## config.mk

```make
export PLATFORM = sky130hd
export DESIGN_NAME = lcd1602_bus_monitor
export DESIGN_NICKNAME = d
export VERILOG_FILES = /design/src/rtl/lcd1602_bus_monitor.sv
export SDC_FILE = /design/constraint.sdc
export NUM_CORES = 1
export LEC_CHECK = 0
export ABC_AREA = 0
export BUFFER_PORTS_ARGS = -buffer_cell sky130_fd_sc_hd__buf_2
export CORE_ASPECT_RATIO = 0.5
export CORE_UTILIZATION = 40
export DETAILED_ROUTE_END_ITERATION = 12
export HOLD_SLACK_MARGIN = 0.08
export SETUP_SLACK_MARGIN = 0.5
export SYNTH_ARGS = -nofsm -noshare
export SYNTH_HDL_FRONTEND = slang
export SYNTH_SLANG_ARGS = --single-unit
```

## constraint.sdc

```tcl
create_clock -name clk -period 2.6 [get_ports clk]
set_clock_uncertainty 0.2 [all_clocks]
set_input_delay 0.26 -clock clk [delete_from_list [all_inputs] [get_ports clk]]
set_output_delay 0.26 -clock clk [all_outputs]
set_load 0.02 [all_outputs]
```

## src/rtl/lcd1602_bus_monitor.sv

```systemverilog
// lcd1602_bus_monitor
// Receive-side model of the HD44780/LCD1602 parallel bus. Decodes each enable
// falling edge into an instruction or a character write, keeps a 32-entry
// shadow of the visible display plus the display-control state, and exposes
// the shadow through a registered read port.
//
// Optional feature macro: LCD1602_TIMING_CHECK_EN
//   defined   : short enable pulses raise pulse_err, every command/data write
//               emulates BUSY_CYCLES of execution, strobes while busy raise
//               busy_err.
//   undefined : every falling edge is accepted, only clear is timed, strobes
//               during clear are dropped silently, pulse_err/busy_err stay 0.
//
// Ports
//   clk, reset          : clock, synchronous active-high reset
//   rs, rw, enable, data: LCD bus as driven by the controller (sampled only)
//   rd_idx / rd_char    : shadow read port {line, column}, one-cycle latency
//   cmd_valid, cmd_code : accepted instruction pulse and its byte
//   char_valid, char_data, char_addr : accepted data write pulse, byte, address
//   addr                : DDRAM address counter
//   display_on, cursor_on, blink_on, entry_inc, two_line : control state
//   busy                : model executing (clear or busy emulation)
//   pulse_err, busy_err, rw_seen : one-cycle event pulses

module lcd1602_bus_monitor #(
   parameter int unsigned MIN_EN_HIGH  = 4,
   parameter int unsigned BUSY_CYCLES  = 8,
   parameter int unsigned CLEAR_CYCLES = 40
) (
   input  logic       clk,
   input  logic       reset,
   input  logic       rs,
   input  logic       rw,
   input  logic       enable,
   input  logic [7:0] data,
   input  logic [4:0] rd_idx,
   output logic [7:0] rd_char,
   output logic       cmd_valid,
   output logic [7:0] cmd_code,
   output logic       char_valid,
   output logic [7:0] char_data,
   output logic [6:0] char_addr,
   output logic [6:0] addr,
   output logic       display_on,
   output logic       cursor_on,
   output logic       blink_on,
   output logic       entry_inc,
   output logic       two_line,
   output logic       busy,
   output logic       pulse_err,
   output logic       busy_err,
   output logic       rw_seen
);

`ifdef LCD1602_TIMING_CHECK_EN
   localparam bit TIMING_CHECK = 1'b1;
`else
   localparam bit TIMING_CHECK = 1'b0;
`endif

   localparam int unsigned BUS_W   = 11;
   localparam int unsigned DEPTH   = 32;
   localparam int unsigned CNT_MAX = (CLEAR_CYCLES > BUSY_CYCLES) ? CLEAR_CYCLES : BUSY_CYCLES;
   localparam int unsigned CNT_W   = $clog2(CNT_MAX + 1);
   localparam int unsigned HC_W    = $clog2(MIN_EN_HIGH + 1);

   typedef enum logic [1:0] {
      IDLE  = 2'd0,
      CLEAR = 2'd1,
      BUSY  = 2'd2
   } state_t;

   state_t state, state_next;

   // bus bit layout: [10] rs, [9] rw, [8] enable, [7:0] data
   logic [BUS_W-1:0] sync1, sync2, align;
   logic             fall;
   logic [HC_W-1:0]  hcnt;

   logic       stb, stb_rs, stb_rw, stb_short;
   logic [7:0] stb_data;

   logic do_rw, do_drop, is_cmd, is_chr, is_clear;

   logic [CNT_W-1:0] cnt;

   logic [7:0] shadow [DEPTH];
   logic       wr_en;
   logic [4:0] wr_idx;
   logic [7:0] wr_data;

   // Two-flop synchronizer followed by one alignment stage
   always_ff @(posedge clk) begin
      if (reset) begin
         sync1 <= '0;
         sync2 <= '0;
         align <= '0;
      end else begin
         sync1 <= {rs, rw, enable, data};
         sync2 <= sync1;
         align <= sync2;
      end
   end

   assign fall = !sync2[8] && align[8];

   // Enable-high width, saturating at MIN_EN_HIGH
   always_ff @(posedge clk) begin
      if (reset) begin
         hcnt <= '0;
      end else if (fall) begin
         hcnt <= '0;
      end else if (sync2[8] && (hcnt < HC_W'(MIN_EN_HIGH))) begin
         hcnt <= hcnt + HC_W'(1);
      end
   end

   // Strobe stage: the aligned copy still holds the values seen while enable was high
   always_ff @(posedge clk) begin
      if (reset) begin
         stb       <= 1'b0;
         stb_rs    <= 1'b0;
         stb_rw    <= 1'b0;
         stb_short <= 1'b0;
         stb_data  <= '0;
      end else begin
         stb <= fall;
         if (fall) begin
            stb_rs    <= align[10];
            stb_rw    <= align[9];
            stb_data  <= align[7:0];
            stb_short <= (hcnt < HC_W'(MIN_EN_HIGH));
         end
      end
   end

   // Strobe classification
   always_comb begin
      logic strobe_ok;
      logic xfer;
      strobe_ok = stb && !(TIMING_CHECK && stb_short);
      xfer      = strobe_ok && !stb_rw;
      do_rw     = strobe_ok && stb_rw;
      do_drop   = xfer && (state != IDLE);
      is_cmd    = xfer && (state == IDLE) && !stb_rs;
      is_chr    = xfer && (state == IDLE) && stb_rs;
      is_clear  = is_cmd && (stb_data == 8'h01);
   end

   // FSM state register
   always_ff @(posedge clk) begin
      if (reset) state <= IDLE;
      else       state <= state_next;
   end

   // FSM next state
   always_comb begin
      state_next = state;
      unique case (state)
         IDLE: begin
            if (is_clear)                                state_next = CLEAR;
            else if (TIMING_CHECK && (is_cmd || is_chr)) state_next = BUSY;
         end
         CLEAR: if (cnt == CNT_W'(CLEAR_CYCLES - 1)) state_next = IDLE;
         BUSY:  if (cnt <= CNT_W'(1))                state_next = IDLE;
         default: state_next = IDLE;
      endcase
   end

   // FSM outputs
   always_comb begin
      busy = 1'b0;
      if (state != IDLE) busy = 1'b1;
   end

   // Clear counts up (fill index, then wait); busy emulation counts down
   always_ff @(posedge clk) begin
      if (reset) begin
         cnt <= '0;
      end else begin
         unique case (state)
            IDLE:    cnt <= is_clear ? '0 : CNT_W'(BUSY_CYCLES);
            CLEAR:   cnt <= cnt + CNT_W'(1);
            BUSY:    cnt <= cnt - CNT_W'(1);
            default: cnt <= '0;
         endcase
      end
   end

   // Two-line address stepping: wraps line ends into the other line
   function automatic logic [6:0] step_addr(input logic [6:0] a, input logic up);
      logic [6:0] n;
      if (up) begin
         if (a == 7'h27)      n = 7'h40;
         else if (a == 7'h67) n = 7'h00;
         else                 n = a + 7'd1;
      end else begin
         if (a == 7'h40)      n = 7'h27;
         else if (a == 7'h00) n = 7'h67;
         else                 n = a - 7'd1;
      end
      return n;
   endfunction

   // Control state, address counter and event pulses
   always_ff @(posedge clk) begin
      if (reset) begin
         cmd_valid  <= 1'b0;
         char_valid <= 1'b0;
         rw_seen    <= 1'b0;
         busy_err   <= 1'b0;
         pulse_err  <= 1'b0;
         cmd_code   <= '0;
         char_data  <= '0;
         char_addr  <= '0;
         addr       <= '0;
         display_on <= 1'b0;
         cursor_on  <= 1'b0;
         blink_on   <= 1'b0;
         two_line   <= 1'b0;
         entry_inc  <= 1'b1;
      end else begin
         cmd_valid  <= is_cmd;
         char_valid <= is_chr;
         rw_seen    <= do_rw;
         busy_err   <= TIMING_CHECK && do_drop;
         pulse_err  <= TIMING_CHECK && stb && stb_short;

         if (is_cmd) begin
            cmd_code <= stb_data;
            if (stb_data[7]) begin
               addr <= stb_data[6:0];
            end else if (stb_data[6]) begin
               // CGRAM address: not modelled
            end else if (stb_data[5]) begin
               two_line <= stb_data[3];
            end else if (stb_data[4]) begin
               if (!stb_data[3]) addr <= step_addr(addr, stb_data[2]);
            end else if (stb_data[3]) begin
               display_on <= stb_data[2];
               cursor_on  <= stb_data[1];
               blink_on   <= stb_data[0];
            end else if (stb_data[2]) begin
               entry_inc <= stb_data[1];
            end else if (stb_data[1]) begin
               addr <= '0;
            end else if (stb_data[0]) begin
               addr      <= '0;
               entry_inc <= 1'b1;
            end
         end

         if (is_chr) begin
            char_data <= stb_data;
            char_addr <= addr;
            addr      <= step_addr(addr, entry_inc);
         end
      end
   end

   // Shadow write port: clear fill or a visible-window data write
   always_comb begin
      wr_en   = 1'b0;
      wr_idx  = '0;
      wr_data = '0;
      if (!reset) begin
         if ((state == CLEAR) && (cnt < CNT_W'(DEPTH))) begin
            wr_en   = 1'b1;
            wr_idx  = cnt[4:0];
            wr_data = 8'h20;
         end else if (is_chr && (addr[5:4] == 2'b00)) begin
            wr_en   = 1'b1;
            wr_idx  = {addr[6], addr[3:0]};
            wr_data = stb_data;
         end
      end
   end

   always_ff @(posedge clk) begin
      if (wr_en) shadow[wr_idx] <= wr_data;
   end

   // Registered read; same-cycle write returns the old value
   always_ff @(posedge clk) begin
      if (reset) rd_char <= '0;
      else       rd_char <= shadow[rd_idx];
   end

endmodule

```

==> results of run 1 <==
[registers in the layout, indices dropped and copies added, names as in the netlist, 6 cells and up]
| name | flops |
|---|---|
| stb_data | 8 |
| addr | 7 |
| shadow | 256 |
| align | 11 |
| cmd_code | 8 |
| sync2 | 11 |
| rd_char | 8 |
| char_addr | 7 |
| char_data | 8 |
| sync1 | 11 |
| cnt | 6 |
[power by group]
group          internal [uW]  switching (uW)
logic                    167             198
clock network           2920            2010
registers               5980            10.4
total                   9070            2220
[synthesized netlist by cell type, drive strengths merged, types with 3 or more instances]
cell type,n
mux4,64
nor2b,38
o21ai,15
nand2b,4
a21boi,3
nand2,118
mux2i,31
a21oi,46
nand3,11
a31oi,3
xnor2,5
nor2,68
inv,6
dfxtp,97
ha,3
and2,9
a211oi,3
xor2,6
clkbuf,26
nor3,15
edfxtp,256
o22ai,9
a22oi,8
a21o,3
o31ai,3
buf,35
[kinds of logic after synthesis]
logic type | synth area share (%)
XOR/XNOR | 0.6921
other | 0.02694
adder cells (fa/ha/maj) | 0.2697
buffers and inverters | 2.436
AO/OA/AOI/OAI | 5.042
flip-flops | 69.17
multiplexers | 12.69
AND/OR/NAND/NOR | 9.671
[metal layers]
layer | GRT usage (%) | part of all wire, % | up-vias
met5 | 0 | 0 | -
met3 | 3.176 | 5.2 | 62
met1 | 22.80 | 42 | 4076
met4 | 5.843 | 2.5 | 0
met2 | 30.58 | 50 | 226
li1 | - | - | 3724
[critical path, stage by stage, from the launching register on]
cell and delay (ns):
sky130_fd_sc_hd__dfxtp_2 0.33, sky130_fd_sc_hd__and2b_4 0.32, sky130_fd_sc_hd__buf_4 0.15, sky130_fd_sc_hd__a21oi_4 0.06, sky130_fd_sc_hd__buf_4 0.15, sky130_fd_sc_hd__nor2_4 0.11
sky130_fd_sc_hd__buf_6 0.12, sky130_fd_sc_hd__nand2b_1 0.08, sky130_fd_sc_hd__buf_8 0.17, sky130_fd_sc_hd__nor2_1 0.11, sky130_fd_sc_hd__buf_4 0.18
[area by class of cell]
| cell class | instances | area (um^2) | share of cell area, % |
|---|---|---|---|
| multi-input combinational | 503 | 4385 | 25.54 |
| clock buffer | 52 | 1056 | 6.150 |
| clock inverter | 8 | 71.32 | 0.4154 |
| inverter | 6 | 26.28 | 0.1530 |
| tap | 465 | 581.8 | 3.388 |
| timing repair buffer | 163 | 1405 | 8.183 |
| sequential | 353 | 9644 | 56.17 |
[worst max path at each step]
stage,from,end,slack [ns],cells after the start
final,cnt[5],shadow[19][7],0.34,10
after global routing,cnt[5],shadow[23][2],0.28,10
after CTS,cnt[5],shadow[21][2],0.34,6
after detailed placement,cnt[5],shadow[6][5],0.13,6
after global placement,cnt[5],shadow[12][4],0.19,6
after floorplan,state[0],shadow[17][0],0.25,6
[what timing repair did]
item,4_1_cts,5_1_grt
pin swaps,21,20
hold buffers,13,0
setup buffers,15,14
cloned,0,1
hold endpoints to repair,20,0
resized for setup,42,49
endpoints found under the setup margin,263,457
[per-stage QoR]
| stage | setup WS, ns | total power (uW) | instances | area, um^2 |
|---|---|---|---|---|
| detailed placement | 0.1313 | 6473 | 1447 | 15230 |
| global route | 0.2763 | 11630 | 1550 | 17170 |
| CTS | 0.3402 | 11400 | 1535 | 16810 |
| floorplan | 0.2526 | 6374 | 923 | 14110 |
| global placement | 0.1906 | 6470 | 1447 | 15230 |
| finish | 0.3369 | 11290 | 1550 | 17170 |
==> out/summary.json, run 1 <==
{
  "port_buffers": {"value": 64},
  "synth_sequential_area_ratio": {"value": 69.17, "unit": "%"},
  "critPathKind": {"value": "reg2reg"},
  "synth_cells": {"value": 922},
  "detail_route.first_pass.iterations": {"value": 5},
  "fin_nets": {"value": 1082},
  "netlist_top_cells_area": {"value": "sky130_fd_sc_hd__edfxtp_1 (55%), sky130_fd_sc_hd__dfxtp_1 (14%), sky130_fd_sc_hd__mux4_2 (10%)"},
  "finalHoldViolations": {"value": 0},
  "grt_antenna_before_repair": {"value": 0},
  "setup_repair_after_global_routing_missed_its_margin": {"value": "true"},
  "synth_area_leader_cell": {"value": "sky130_fd_sc_hd__edfxtp_1"},
  "cts_root_buffer": {"value": "sky130_fd_sc_hd__clkbuf_16"},
  "lkg_pwr": {"value": 0.005779, "unit": "uW"},
  "gr-total-overflow": {"value": 0},
  "critical_path.reg2reg.startpoint": {"value": "cnt[5]"},
  "vdd.ir_drop.worst": {"value": 0.0004108, "unit": "V"},
  "cts_sinks": {"value": 353},
  "synth_top_area_share": {"value": 55.22, "unit": "%"},
  "cp_data_required_time": {"value": 2.62, "unit": "ns"},
  "final_total_negative_setup_slack": {"value": 0, "unit": "ns"},
  "period_needed": {"value": 2.263, "unit": "ns"},
  "postSynthRegisterBits": {"value": 353},
  "antenna_cells_inserted": {"value": 0},
  "layout_commonest_cell": {"value": "sky130_fd_sc_hd__edfxtp_1"},
  "finalCoreUtilization": {"value": 51.05, "unit": "%"},
  "syn2layout_area_growth": {"value": 23.34, "unit": "%"},
  "start_util": {"value": 41.39, "unit": "%"},
  "most_frequent_cells_in_the_layout": {"value": "sky130_fd_sc_hd__edfxtp_1 (256), sky130_fd_sc_hd__nand2_1 (109), sky130_fd_sc_hd__dfxtp_1 (91)"},
  "syn-cell-area": {"value": 13920, "unit": "um^2"},
  "rows": {"value": 47},
  "reg2regPathDepth": {"value": 10},
  "synth-edff-count": {"value": 256},
  "start_kind": {"value": "flip-flop"},
  "wl_per_cell": {"value": 20.25, "unit": "um"},
  "synth-main-ff-cell": {"value": "sky130_fd_sc_hd__edfxtp_1"},
  "hold_path_end": {"value": "rd_char[6]"},
  "via_per_inst": {"value": 5.218},
  "clkTransAtPathRegs": {"value": 0.06, "unit": "ns"},
  "arrival_time_of_the_worst_setup_path": {"value": 2.29, "unit": "ns"},
  "cts_buffer_depth": {"value": 3},
  "worst_skew_pair.late_latency": {"value": 0.52, "unit": "ns"},
  "cap_viol_max_count": {"value": 0},
  "worst-slew-pin-transition": {"value": 0.6750, "unit": "ns"},
  "setup_viol_count_final": {"value": 0},
  "cts-buffers-inserted": {"value": 34},
  "syn_area_per_cell": {"value": 15.10, "unit": "um^2"},
  "pin_count_of_the_biggest_net_entering_global_routing": {"value": 49},
  "pwrdens": {"value": 657.4, "unit": "nW/um^2"},
  "post-dp-hpwl": {"value": 19680, "unit": "um"},
  "layout.filler_cells": {"value": 2793},
  "drt_first_iter_violations": {"value": 674},
  "crit-reg2reg-capture": {"value": "shadow[19][7]"},
  "r2r_slack": {"value": 0.34, "unit": "ns"},
  "worst_hold_slack": {"value": 0.1199, "unit": "ns"},
  "tritoncts_clock_tree": {"value": "built"},
  "first_global_vias": {"value": 8089},
  "dieArea": {"value": 35600, "unit": "um^2"},
  "max-slew-margin-rel": {"value": 55.00, "unit": "%"},
  "synthesis.yosys.warnings": {"value": 0},
  "number_of_distinct_library_cell_variants_in_the_gate_level_netlist_after_synthesis": {"value": 64},
  "crit_path_end_kind": {"value": "flip-flop"},
  "routed-via-count": {"value": 8088},
  "holdPathStages": {"value": 3},
  "wire_length_of_the_first_global_routing_pass": {"value": 47270, "unit": "um"},
  "detail_route.drc_violations": {"value": 0},
  "total_wirelength_of_the_detailed_routed_design": {"value": 31380, "unit": "um"},
  "area_of_the_core": {"value": 33640, "unit": "um^2"},
  "grtUsageTotal": {"value": 17.74, "unit": "%"},
  "post-route-period-util": {"value": 87.04, "unit": "%"},
  "critical_path_peak_fanout": {"value": 8},
  "final_layout_size_suffix_gt1_share": {"value": 32.17, "unit": "%"},
  "postRouteAntennaNets": {"value": 0},
  "die_width": {"value": 265.8, "unit": "um"},
  "worst_hold_startpoint": {"value": "rd_idx[2]"},
  "min_path_type": {"value": "in2reg"},
  "die_height": {"value": 133.9, "unit": "um"},
  "synthArstFlopShare": {"value": 0, "unit": "%"},
  "clock_tree.htree_level_count": {"value": 2},
  "maxSlewViolCount": {"value": 0},
  "max_freq": {"value": 0.4419, "unit": "GHz"},
  "outcome": {"value": "finished clean"},
  "io_pins": {"value": 67},
  "gp_congestion": {"value": 0.8655}
}
(Power assumes the default switching activity.)
==> run 2: changes to the inputs <==
--- a/config.mk
+++ b/config.mk
@@ -5,7 +5,7 @@
 export SDC_FILE = /design/constraint.sdc
 export NUM_CORES = 1
 export LEC_CHECK = 0
-export ABC_AREA = 0
+export ABC_AREA = 1
 export BUFFER_PORTS_ARGS = -buffer_cell sky130_fd_sc_hd__buf_2
 export CORE_ASPECT_RATIO = 0.5
 export CORE_UTILIZATION = 40
==> out/summary.json, run 2 <==
{
  "clkTransAtPathRegs": {"value": 0.06, "unit": "ns", "change": "about the same"},
  "largest_register_ffs": {"value": 256, "change": "unchanged"},
  "cell_internal_pwr": {"value": 8758, "unit": "uW", "change": "-3.4%"},
  "io_pins": {"value": 67, "change": "unchanged"},
  "via_per_inst": {"value": 5.274, "change": "+1.1%"},
  "port_buffers": {"value": 64, "change": "unchanged"},
  "post-dp-hpwl": {"value": 22900, "unit": "um", "change": "+16%"},
  "fin_nets": {"value": 1469, "change": "+36%"},
  "total_wirelength_of_the_detailed_routed_design": {"value": 36950, "unit": "um", "change": "+18%"},
  "grt_antenna_before_repair": {"value": 0, "change": "unchanged"},
  "start_util": {"value": 41.08, "unit": "%", "change": "-0.31 points"},
  "dieArea": {"value": 36580, "unit": "um^2", "change": "+2.8%"},
  "critPathKind": {"value": "reg2reg"},
  "final_layout_size_suffix_gt1_share": {"value": 18.01, "unit": "%", "change": "-14 points"},
  "power.combinational.fraction": {"value": 4.9, "unit": "%", "change": "+1.7 points"},
  "first_global_vias": {"value": 9906, "change": "+22%"},
  "worst_skew_pair.late_latency": {"value": 0.53, "unit": "ns", "change": "about the same"},
  "final_total_negative_setup_slack": {"value": 0, "unit": "ns", "change": "unchanged"},
  "report.power.total": {"value": 11190, "unit": "uW", "change": "-0.87%"},
  "die_height": {"value": 135.7, "unit": "um", "change": "+1.4%"},
  "hold_path_end": {"value": "rd_char[4]"},
  "post-synth-top-count-cell": {"value": "sky130_fd_sc_hd__edfxtp_1"},
  "synth_area_leader_cell": {"value": "sky130_fd_sc_hd__edfxtp_1"},
  "lkg_pwr": {"value": 0.006074, "unit": "uW", "change": "+5.1%"},
  "setup_repair_after_global_routing_missed_its_margin": {"value": "true"},
  "synthesis.yosys.warnings": {"value": 0, "change": "unchanged"},
  "yosys-top-cells-count": {"value": "sky130_fd_sc_hd__edfxtp_1 (256), sky130_fd_sc_hd__nor2_1 (228), sky130_fd_sc_hd__nand2_1 (218)"},
  "arrival_time_of_the_worst_setup_path": {"value": 2.28, "unit": "ns", "change": "about the same"},
  "layout_commonest_cell": {"value": "sky130_fd_sc_hd__edfxtp_1"},
  "syn_area_per_cell": {"value": 10.58, "unit": "um^2", "change": "-30%"},
  "worst-slew-pin-transition": {"value": 0.6479, "unit": "ns", "change": "-0.02719 ns"},
  "synth_sequential_area_ratio": {"value": 67.30, "unit": "%", "change": "-1.9 points"},
  "routed-via-count": {"value": 10260, "change": "+27%"},
  "die_width": {"value": 269.5, "unit": "um", "change": "+1.4%"},
  "period_needed": {"value": 2.256, "unit": "ns", "change": "-0.007551 ns"},
  "critical_path_peak_fanout": {"value": 8, "change": "unchanged"},
  "holdPathStages": {"value": 5, "change": "+2"},
  "pin_count_of_the_biggest_net_entering_global_routing": {"value": 81, "change": "+65%"},
  "worst_hold_startpoint": {"value": "reset"},
  "rows": {"value": 48, "change": "+2.1%"},
  "cts_buffer_depth": {"value": 3, "change": "unchanged"},
  "antenna_cells_inserted": {"value": 0, "change": "unchanged"},
  "reg2regPathDepth": {"value": 11, "change": "+1"},
  "syn2layout_area_growth": {"value": 19.88, "unit": "%"},
  "critical_path.reg2reg.startpoint": {"value": "state[0]"},
  "most_frequent_cells_in_the_layout": {"value": "sky130_fd_sc_hd__edfxtp_1 (256), sky130_fd_sc_hd__nand2_1 (218), sky130_fd_sc_hd__nor2_1 (189)"},
  "gr-total-overflow": {"value": 0, "change": "unchanged"},
  "vdd.ir_drop.worst": {"value": 0.0004712, "unit": "V", "change": "+15%"},
  "post-route-period-util": {"value": 86.75, "unit": "%", "change": "-0.29 points"},
  "min_path_type": {"value": "in2reg"},
  "synth_top_area_share": {"value": 53.73, "unit": "%", "change": "-1.5 points"},
  "tritoncts_clock_tree": {"value": "built"},
  "cts_root_buffer": {"value": "sky130_fd_sc_hd__clkbuf_16"},
  "synth-edff-count": {"value": 256, "change": "unchanged"},
  "start_kind": {"value": "flip-flop"},
  "r2r_slack": {"value": 0.34, "unit": "ns", "change": "about the same"},
  "syn-cell-area": {"value": 14310, "unit": "um^2", "change": "+2.8%"},
  "detail_route.drc_violations": {"value": 0, "change": "unchanged"},
  "swShare": {"value": 21.73, "unit": "%", "change": "+2.1 points"},
  "maxSlewViolCount": {"value": 0, "change": "unchanged"},
  "wire_length_of_the_first_global_routing_pass": {"value": 55960, "unit": "um", "change": "+18%"},
  "share_seq_of_total_power": {"value": 53.8, "unit": "%", "change": "+0.7 points"},
  "outcome": {"value": "finished clean"},
  "cts_sinks": {"value": 353, "change": "unchanged"},
  "setup_viol_count_final": {"value": 0, "change": "unchanged"},
  "drt_first_iter_violations": {"value": 913, "change": "+35%"},
  "crit-reg2reg-capture": {"value": "shadow[16][7]"},
  "postRouteAntennaNets": {"value": 0, "change": "unchanged"},
  "max-slew-margin-rel": {"value": 56.81, "unit": "%", "change": "+1.8 points"},
  "gp_congestion": {"value": 0.8757, "change": "+1.2%"},
  "netlist_top_cells_area": {"value": "sky130_fd_sc_hd__edfxtp_1 (54%), sky130_fd_sc_hd__dfxtp_1 (14%), sky130_fd_sc_hd__nor2_1 (6.0%)"},
  "number_of_distinct_library_cell_variants_in_the_gate_level_netlist_after_synthesis": {"value": 40, "change": "-38%"},
  "max_freq": {"value": 0.4433, "unit": "GHz", "change": "+0.33%"},
  "synth_cells": {"value": 1352, "change": "+47%"},
  "wl_per_cell": {"value": 18.99, "unit": "um", "change": "-6.2%"},
  "detail_route.first_pass.iterations": {"value": 5, "change": "unchanged"},
  "crit_path_end_kind": {"value": "flip-flop"},
  "clock_tree.htree_level_count": {"value": 2, "change": "unchanged"},
  "power.share.clock": {"value": 41.4, "unit": "%", "change": "-2.3 points"},
  "cp_data_required_time": {"value": 2.62, "unit": "ns", "change": "about the same"},
  "pwrdens": {"value": 652.3, "unit": "nW/um^2", "change": "-0.77%"},
  "top_register": {"value": "shadow"},
  "area_of_the_core": {"value": 34830, "unit": "um^2", "change": "+3.6%"},
  "synthArstFlopShare": {"value": 0, "unit": "%", "change": "unchanged"},
  "grtUsageTotal": {"value": 20.05, "unit": "%", "change": "+2.3 points"},
  "synth-main-ff-cell": {"value": "sky130_fd_sc_hd__edfxtp_1"},
  "power.net_switching": {"value": 2431, "unit": "uW", "change": "+9.5%"},
  "cts-buffers-inserted": {"value": 34, "change": "unchanged"},
  "postSynthRegisterBits": {"value": 353, "change": "unchanged"},
  "cap_viol_max_count": {"value": 0, "change": "unchanged"},
  "finalHoldViolations": {"value": 0, "change": "unchanged"}
}
-- run 2: final cells by class --
type | instances | area, um^2
Tap cell | 475 | 594.3
Timing Repair Buffer | 139 | 1182
Inverter | 72 | 281.5
Clock inverter | 11 | 97.59
Multi-Input combinational cell | 848 | 4437
Fill cell | 3108 | 17680
Sequential cell | 353 | 9637
Clock buffer | 48 | 924.6
-- run 2: kinds of logic (layout without fill, tap and decap cells) --
logic type,Yosys count,after routing,synth area share [%]
flops,353,353,67.30
fa+ha+maj,3,3,0.2624
buf+inv,153,270,4.704
xor+xnor,4,4,0.2449
simple gates,576,577,16.89
compound gates,262,262,10.57
other cells,1,2,0.02621
-- run 2: worst max-delay path, stage by stage, from the launching register on --
cell	delay (ns)
sky130_fd_sc_hd__dfxtp_4	0.37
sky130_fd_sc_hd__nor2_4	0.14
sky130_fd_sc_hd__nand2_4	0.08
sky130_fd_sc_hd__nor2_4	0.12
sky130_fd_sc_hd__nand2_2	0.08
sky130_fd_sc_hd__nand2_2	0.10
sky130_fd_sc_hd__inv_4	0.07
sky130_fd_sc_hd__nor3_4	0.23
sky130_fd_sc_hd__buf_6	0.13
sky130_fd_sc_hd__nand2_4	0.04
sky130_fd_sc_hd__buf_12	0.16
sky130_fd_sc_hd__nor2_4	0.22
-- run 2: what timing repair did --
| item | 4_1_cts | 5_1_grt |
|---|---|---|
| buffers inserted | 17 | 8 |
| setup endpoints to repair | 256 | 258 |
| gates cloned | 0 | 1 |
| pin swaps | 33 | 25 |
| resized for setup | 62 | 8 |
| endpoints found under the hold margin | 23 | 0 |
| hold buffers | 13 | 0 |
-- run 2: how the worst max path moves through the flow --
stage / endpoint / slack, ns / from
after floorplan: shadow[12][0] / 0.43 / addr[3]
after global placement: shadow[19][0] / 0.06 / state[0]
after detailed placement: shadow[15][3] / 0.03 / state[0]
after CTS: shadow[15][6] / 0.36 / state[0]
after global routing: shadow[13][4] / 0.25 / state[0]
final: shadow[16][7] / 0.34 / state[0]
-- run 2: through the flow --
step                hold slack (ns)  instance area, um^2  instances  setup WS [ns]  util, %
floorplan                    0.1670                14460       1353         0.4268        -
global placement             0.1898                15400       1848        0.05963    44.21
detailed placement           0.1924                15400       1848        0.02854    44.21
CTS                          0.1474                17020       1937         0.3584    48.86
global route                 0.2018                17150       1946         0.2454    49.25
finish                       0.1700                17150       1946         0.3444    49.25
-- run 2: layer usage --
metal | wire length, um | vias to the layer above | track usage, % | part of all wire, %
li1 | - | 4866 | - | -
met1 | 15550 | 4929 | 25.23 | 42
met2 | 17870 | 387 | 35.01 | 48
met3 | 2485 | 82 | 3.987 | 6.7
met4 | 1043 | 0 | 6.345 | 2.8
met5 | 0 | - | 0 | 0
-- run 2: power groups by stage --
stage	sequential, uW	combinational, uW	clock [uW]
final	6010	544	4630
after detailed placement	6140	520	0
after global routing	6010	602	4900
after global placement	6140	513	0
after CTS	6010	540	4700
after floorplan	6150	346	0
==> run 3: changes to the inputs <==
--- a/config.mk
+++ b/config.mk
@@ -5,7 +5,7 @@
 export SDC_FILE = /design/constraint.sdc
 export NUM_CORES = 1
 export LEC_CHECK = 0
-export ABC_AREA = 1
+export ABC_AREA = 0
 export BUFFER_PORTS_ARGS = -buffer_cell sky130_fd_sc_hd__buf_2
 export CORE_ASPECT_RATIO = 0.5
 export CORE_UTILIZATION = 40
==> constraint.sdc (replaced) <==
create_clock -name clk -period 2.24 [get_ports clk]
set_clock_uncertainty 0.2 [all_clocks]
set_input_delay 0.224 -clock clk [delete_from_list [all_inputs] [get_ports clk]]
set_output_delay 0.224 -clock clk [all_outputs]
set_load 0.02 [all_outputs]
==> out/summary.json, run 3 (synthesized netlist as in run 1, its figures left out) <==
{
  "outcome": {"value": "complete, but fails checks"},
  "violations": {"value": "setup timing"},
  "setup_viol_count_final": {"value": 24, "change": "+24"},
  "path_depth": {"value": 5, "change": "-6"},
  "dieArea": {"value": 35600, "unit": "um^2", "change": "-2.7%"},
  "grtUsageTotal": {"value": 18.23, "unit": "%", "change": "-1.8 points"},
  "post-route-period-util": {"value": 100.8, "unit": "%", "change": "+14 points"},
  "max-slew-margin-rel": {"value": 57.07, "unit": "%", "change": "+0.26 points"},
  "clkTransAtPathRegs": {"value": 0.07, "unit": "ns", "change": "about the same"},
  "critPathKind": {"value": "reg2reg"},
  "wire_length_of_the_first_global_routing_pass": {"value": 48560, "unit": "um", "change": "-13%"},
  "reg2regPathDepth": {"value": 5, "change": "-6"},
  "fin_nets": {"value": 1140, "change": "-22%"},
  "gp_congestion": {"value": 0.8275, "change": "-5.5%"},
  "report.power.total": {"value": 12840, "unit": "uW", "change": "+15%"},
  "rows": {"value": 47, "change": "-2.1%"},
  "drt_first_iter_violations": {"value": 787, "change": "-14%"},
  "worstPathCellList": {"value": "and4bb_4 -> nand2_4 -> a2111oi_4 -> nand2_2 -> nor2_4"},
  "start_kind": {"value": "flip-flop"},
  "total_wirelength_of_the_detailed_routed_design": {"value": 35440, "unit": "um", "change": "-4.1%"},
  "post-dp-hpwl": {"value": 21100, "unit": "um", "change": "-7.9%"},
  "max_freq": {"value": 0.4430, "unit": "GHz", "change": "about the same"},
  "wl_per_cell": {"value": 22.05, "unit": "um", "change": "+16%"},
  "setup_repair_after_global_routing_missed_its_margin": {"value": "true"},
  "lkg_pwr": {"value": 0.006152, "unit": "uW", "change": "+1.3%"},
  "top_register": {"value": "shadow"},
  "timing.final.ws_setup": {"value": -0.01754, "unit": "ns", "change": "-0.3620 ns"},
  "critical_path.max_stage_delay": {"value": 0.41, "unit": "ns", "change": "+0.04 ns"},
  "pwrdens": {"value": 697.5, "unit": "nW/um^2", "change": "+6.9%"},
  "tritoncts_clock_tree": {"value": "built"},
  "critical_path.top_delay_family": {"value": "simple AND/OR/NAND/NOR gates"},
  "syn2layout_area_growth": {"value": 32.23, "unit": "%"},
  "critical_path_peak_fanout": {"value": 8, "change": "unchanged"},
  "most_frequent_cells_in_the_layout": {"value": "sky130_fd_sc_hd__edfxtp_1 (256), sky130_fd_sc_hd__nand2_1 (103), sky130_fd_sc_hd__dfxtp_1 (84)"},
  "critical-path-slowest-cell": {"value": "sky130_fd_sc_hd__a2111oi_4"},
  "worst-slew-pin-transition": {"value": 0.6426, "unit": "ns", "change": "-0.005213 ns"},
  "die_height": {"value": 133.9, "unit": "um", "change": "-1.3%"},
  "detail_route.first_pass.iterations": {"value": 5, "change": "unchanged"},
  "gr-total-overflow": {"value": 0, "change": "unchanged"},
  "postRouteAntennaNets": {"value": 0, "change": "unchanged"},
  "cts_root_buffer": {"value": "sky130_fd_sc_hd__clkbuf_16"},
  "antenna_cells_inserted": {"value": 0, "change": "unchanged"},
  "vdd.ir_drop.worst": {"value": 0.0005241, "unit": "V", "change": "+11%"},
  "largest_register_ffs": {"value": 256, "change": "unchanged"},
  "period_needed": {"value": 2.258, "unit": "ns", "change": "+0.001965 ns"},
  "holdPathStages": {"value": 3, "change": "-2"},
  "detail_route.drc_violations": {"value": 0, "change": "unchanged"},
  "routed-wl-met3": {"value": 2561, "unit": "um", "change": "+3.1%"},
  "die_width": {"value": 265.8, "unit": "um", "change": "-1.4%"},
  "critical_path_buf_inv_count": {"value": 0, "change": "-3"},
  "pre_cts_slack": {"value": -0.1391, "unit": "ns", "change": "-0.1676 ns"},
  "clock_tree.htree_level_count": {"value": 1, "change": "-1"},
  "grt_antenna_before_repair": {"value": 0, "change": "unchanged"},
  "cp_data_required_time": {"value": 2.30, "unit": "ns", "change": "-0.32 ns"},
  "cap_viol_max_count": {"value": 0, "change": "unchanged"},
  "cts-buffers-inserted": {"value": 31, "change": "-8.8%"},
  "wl_met1": {"value": 14880, "unit": "um", "change": "-4.3%"},
  "min_path_type": {"value": "in2reg"},
  "first_global_vias": {"value": 8100, "change": "-18%"},
  "layout_commonest_cell": {"value": "sky130_fd_sc_hd__edfxtp_1"},
  "amount_of_wire_on_met2_after_detailed_routing": {"value": 17200, "unit": "um", "change": "-3.8%"},
  "pin_count_of_the_biggest_net_entering_global_routing": {"value": 45, "change": "-44%"},
  "cts_buffer_depth": {"value": 3, "change": "unchanged"},
  "route.top_layer_used": {"value": "met4"},
  "arrival_time_of_the_worst_setup_path": {"value": 2.32, "unit": "ns", "change": "+0.04 ns"},
  "finalHoldViolations": {"value": 0, "change": "unchanged"},
  "maxSlewViolCount": {"value": 0, "change": "unchanged"},
  "routed-via-count": {"value": 8513, "change": "-17%"},
  "crit_path_end_kind": {"value": "flip-flop"},
  "worst_skew_pair.late_latency": {"value": 0.57, "unit": "ns", "change": "+0.04 ns"},
  "start_util": {"value": 41.39, "unit": "%", "change": "+0.31 points"},
  "io_pins": {"value": 67, "change": "unchanged"},
  "final_layout_size_suffix_gt1_share": {"value": 40.72, "unit": "%", "change": "+23 points"},
  "cts_sinks": {"value": 353, "change": "unchanged"},
  "area_of_the_core": {"value": 33640, "unit": "um^2", "change": "-3.4%"},
  "port_buffers": {"value": 64, "change": "unchanged"},
  "final_total_negative_setup_slack": {"value": -0.2006, "unit": "ns", "change": "-0.2006 ns"},
  "via_per_inst": {"value": 5.297, "change": "+0.44%"}
}
[run 3: changes by cell type in the layout (fill, tap and decap cells not counted), moves of 16 or more]
| cell | change |
|---|---|
| sky130_fd_sc_hd__nor2_1 | -164 |
| sky130_fd_sc_hd__o21ai_0 | -108 |
| sky130_fd_sc_hd__o221ai_1 | -16 |
| sky130_fd_sc_hd__nand2_1 | -115 |
| sky130_fd_sc_hd__nand3_1 | -82 |
| sky130_fd_sc_hd__buf_6 | +34 |
| sky130_fd_sc_hd__a21oi_1 | -41 |
| sky130_fd_sc_hd__nor2b_1 | +38 |
| sky130_fd_sc_hd__mux4_2 | +64 |
| sky130_fd_sc_hd__inv_1 | -53 |
| sky130_fd_sc_hd__buf_4 | +26 |
[run 3: per-stage QoR]
stage	std cells	hold slack [ns]	utilization, %	area [um^2]
3_5_place_dp	1483	0.2234	46.80	15740
4_1_cts	1574	0.08500	51.66	17380
6_report	1607	0.1212	54.72	18410
3_3_place_gp	1483	0.2187	46.80	15740
2_1_floorplan	923	0.1116	-	14290
5_1_grt	1607	0.1498	54.72	18410
[run 3: repair_timing]
| item | CTS | global route |
|---|---|---|
| gates resized for setup | 47 | 136 |
| pin swaps | 22 | 38 |
| hold endpoints to repair | 20 | 0 |
| buffers inserted | 16 | 18 |
| endpoints found under the setup margin | 534 | 547 |
| hold buffers | 15 | 0 |
| cloned | 4 | 15 |
[run 3: worst min-delay path, stage by stage]
cell and delay, ns:
sky130_fd_sc_hd__buf_4 0.20, sky130_fd_sc_hd__buf_4 0.29, sky130_fd_sc_hd__nor2_1 0.13
[run 3: cell type report]
type	instances	area [um^2]
Tap cell	465	581.8
Clock inverter	16	135.1
Sequential cell	353	9663
Inverter	6	30.03
Multi-Input combinational cell	504	4747
Timing Repair Buffer	223	2346
Clock buffer	40	904.6
Fill cell	2645	15230
[run 3: routing by layer]
layer / track usage, % / vias up
met1: 24.84 / 4281
met4: 4.853 / 0
met3: 3.415 / 59
li1: - / 3832
met5: 0 / -
met2: 30.16 / 341
[run 3: power by group]
| group | switching [uW] | internal (uW) | leakage (uW) |
|---|---|---|---|
| clock | 2310 | 3070 | 0.000511 |
| combinational | 267 | 238 | 0.00268 |
| sequential | 12.5 | 6940 | 0.00296 |
[run 3: final timing paths]
check           start             to  slack (ns)
min reg2reg  sync2[2]       align[2]        0.24
max reg2reg    stb_rw  shadow[21][0]       -0.02
min             reset      cmd_valid        0.12
max            stb_rw  shadow[21][0]       -0.02
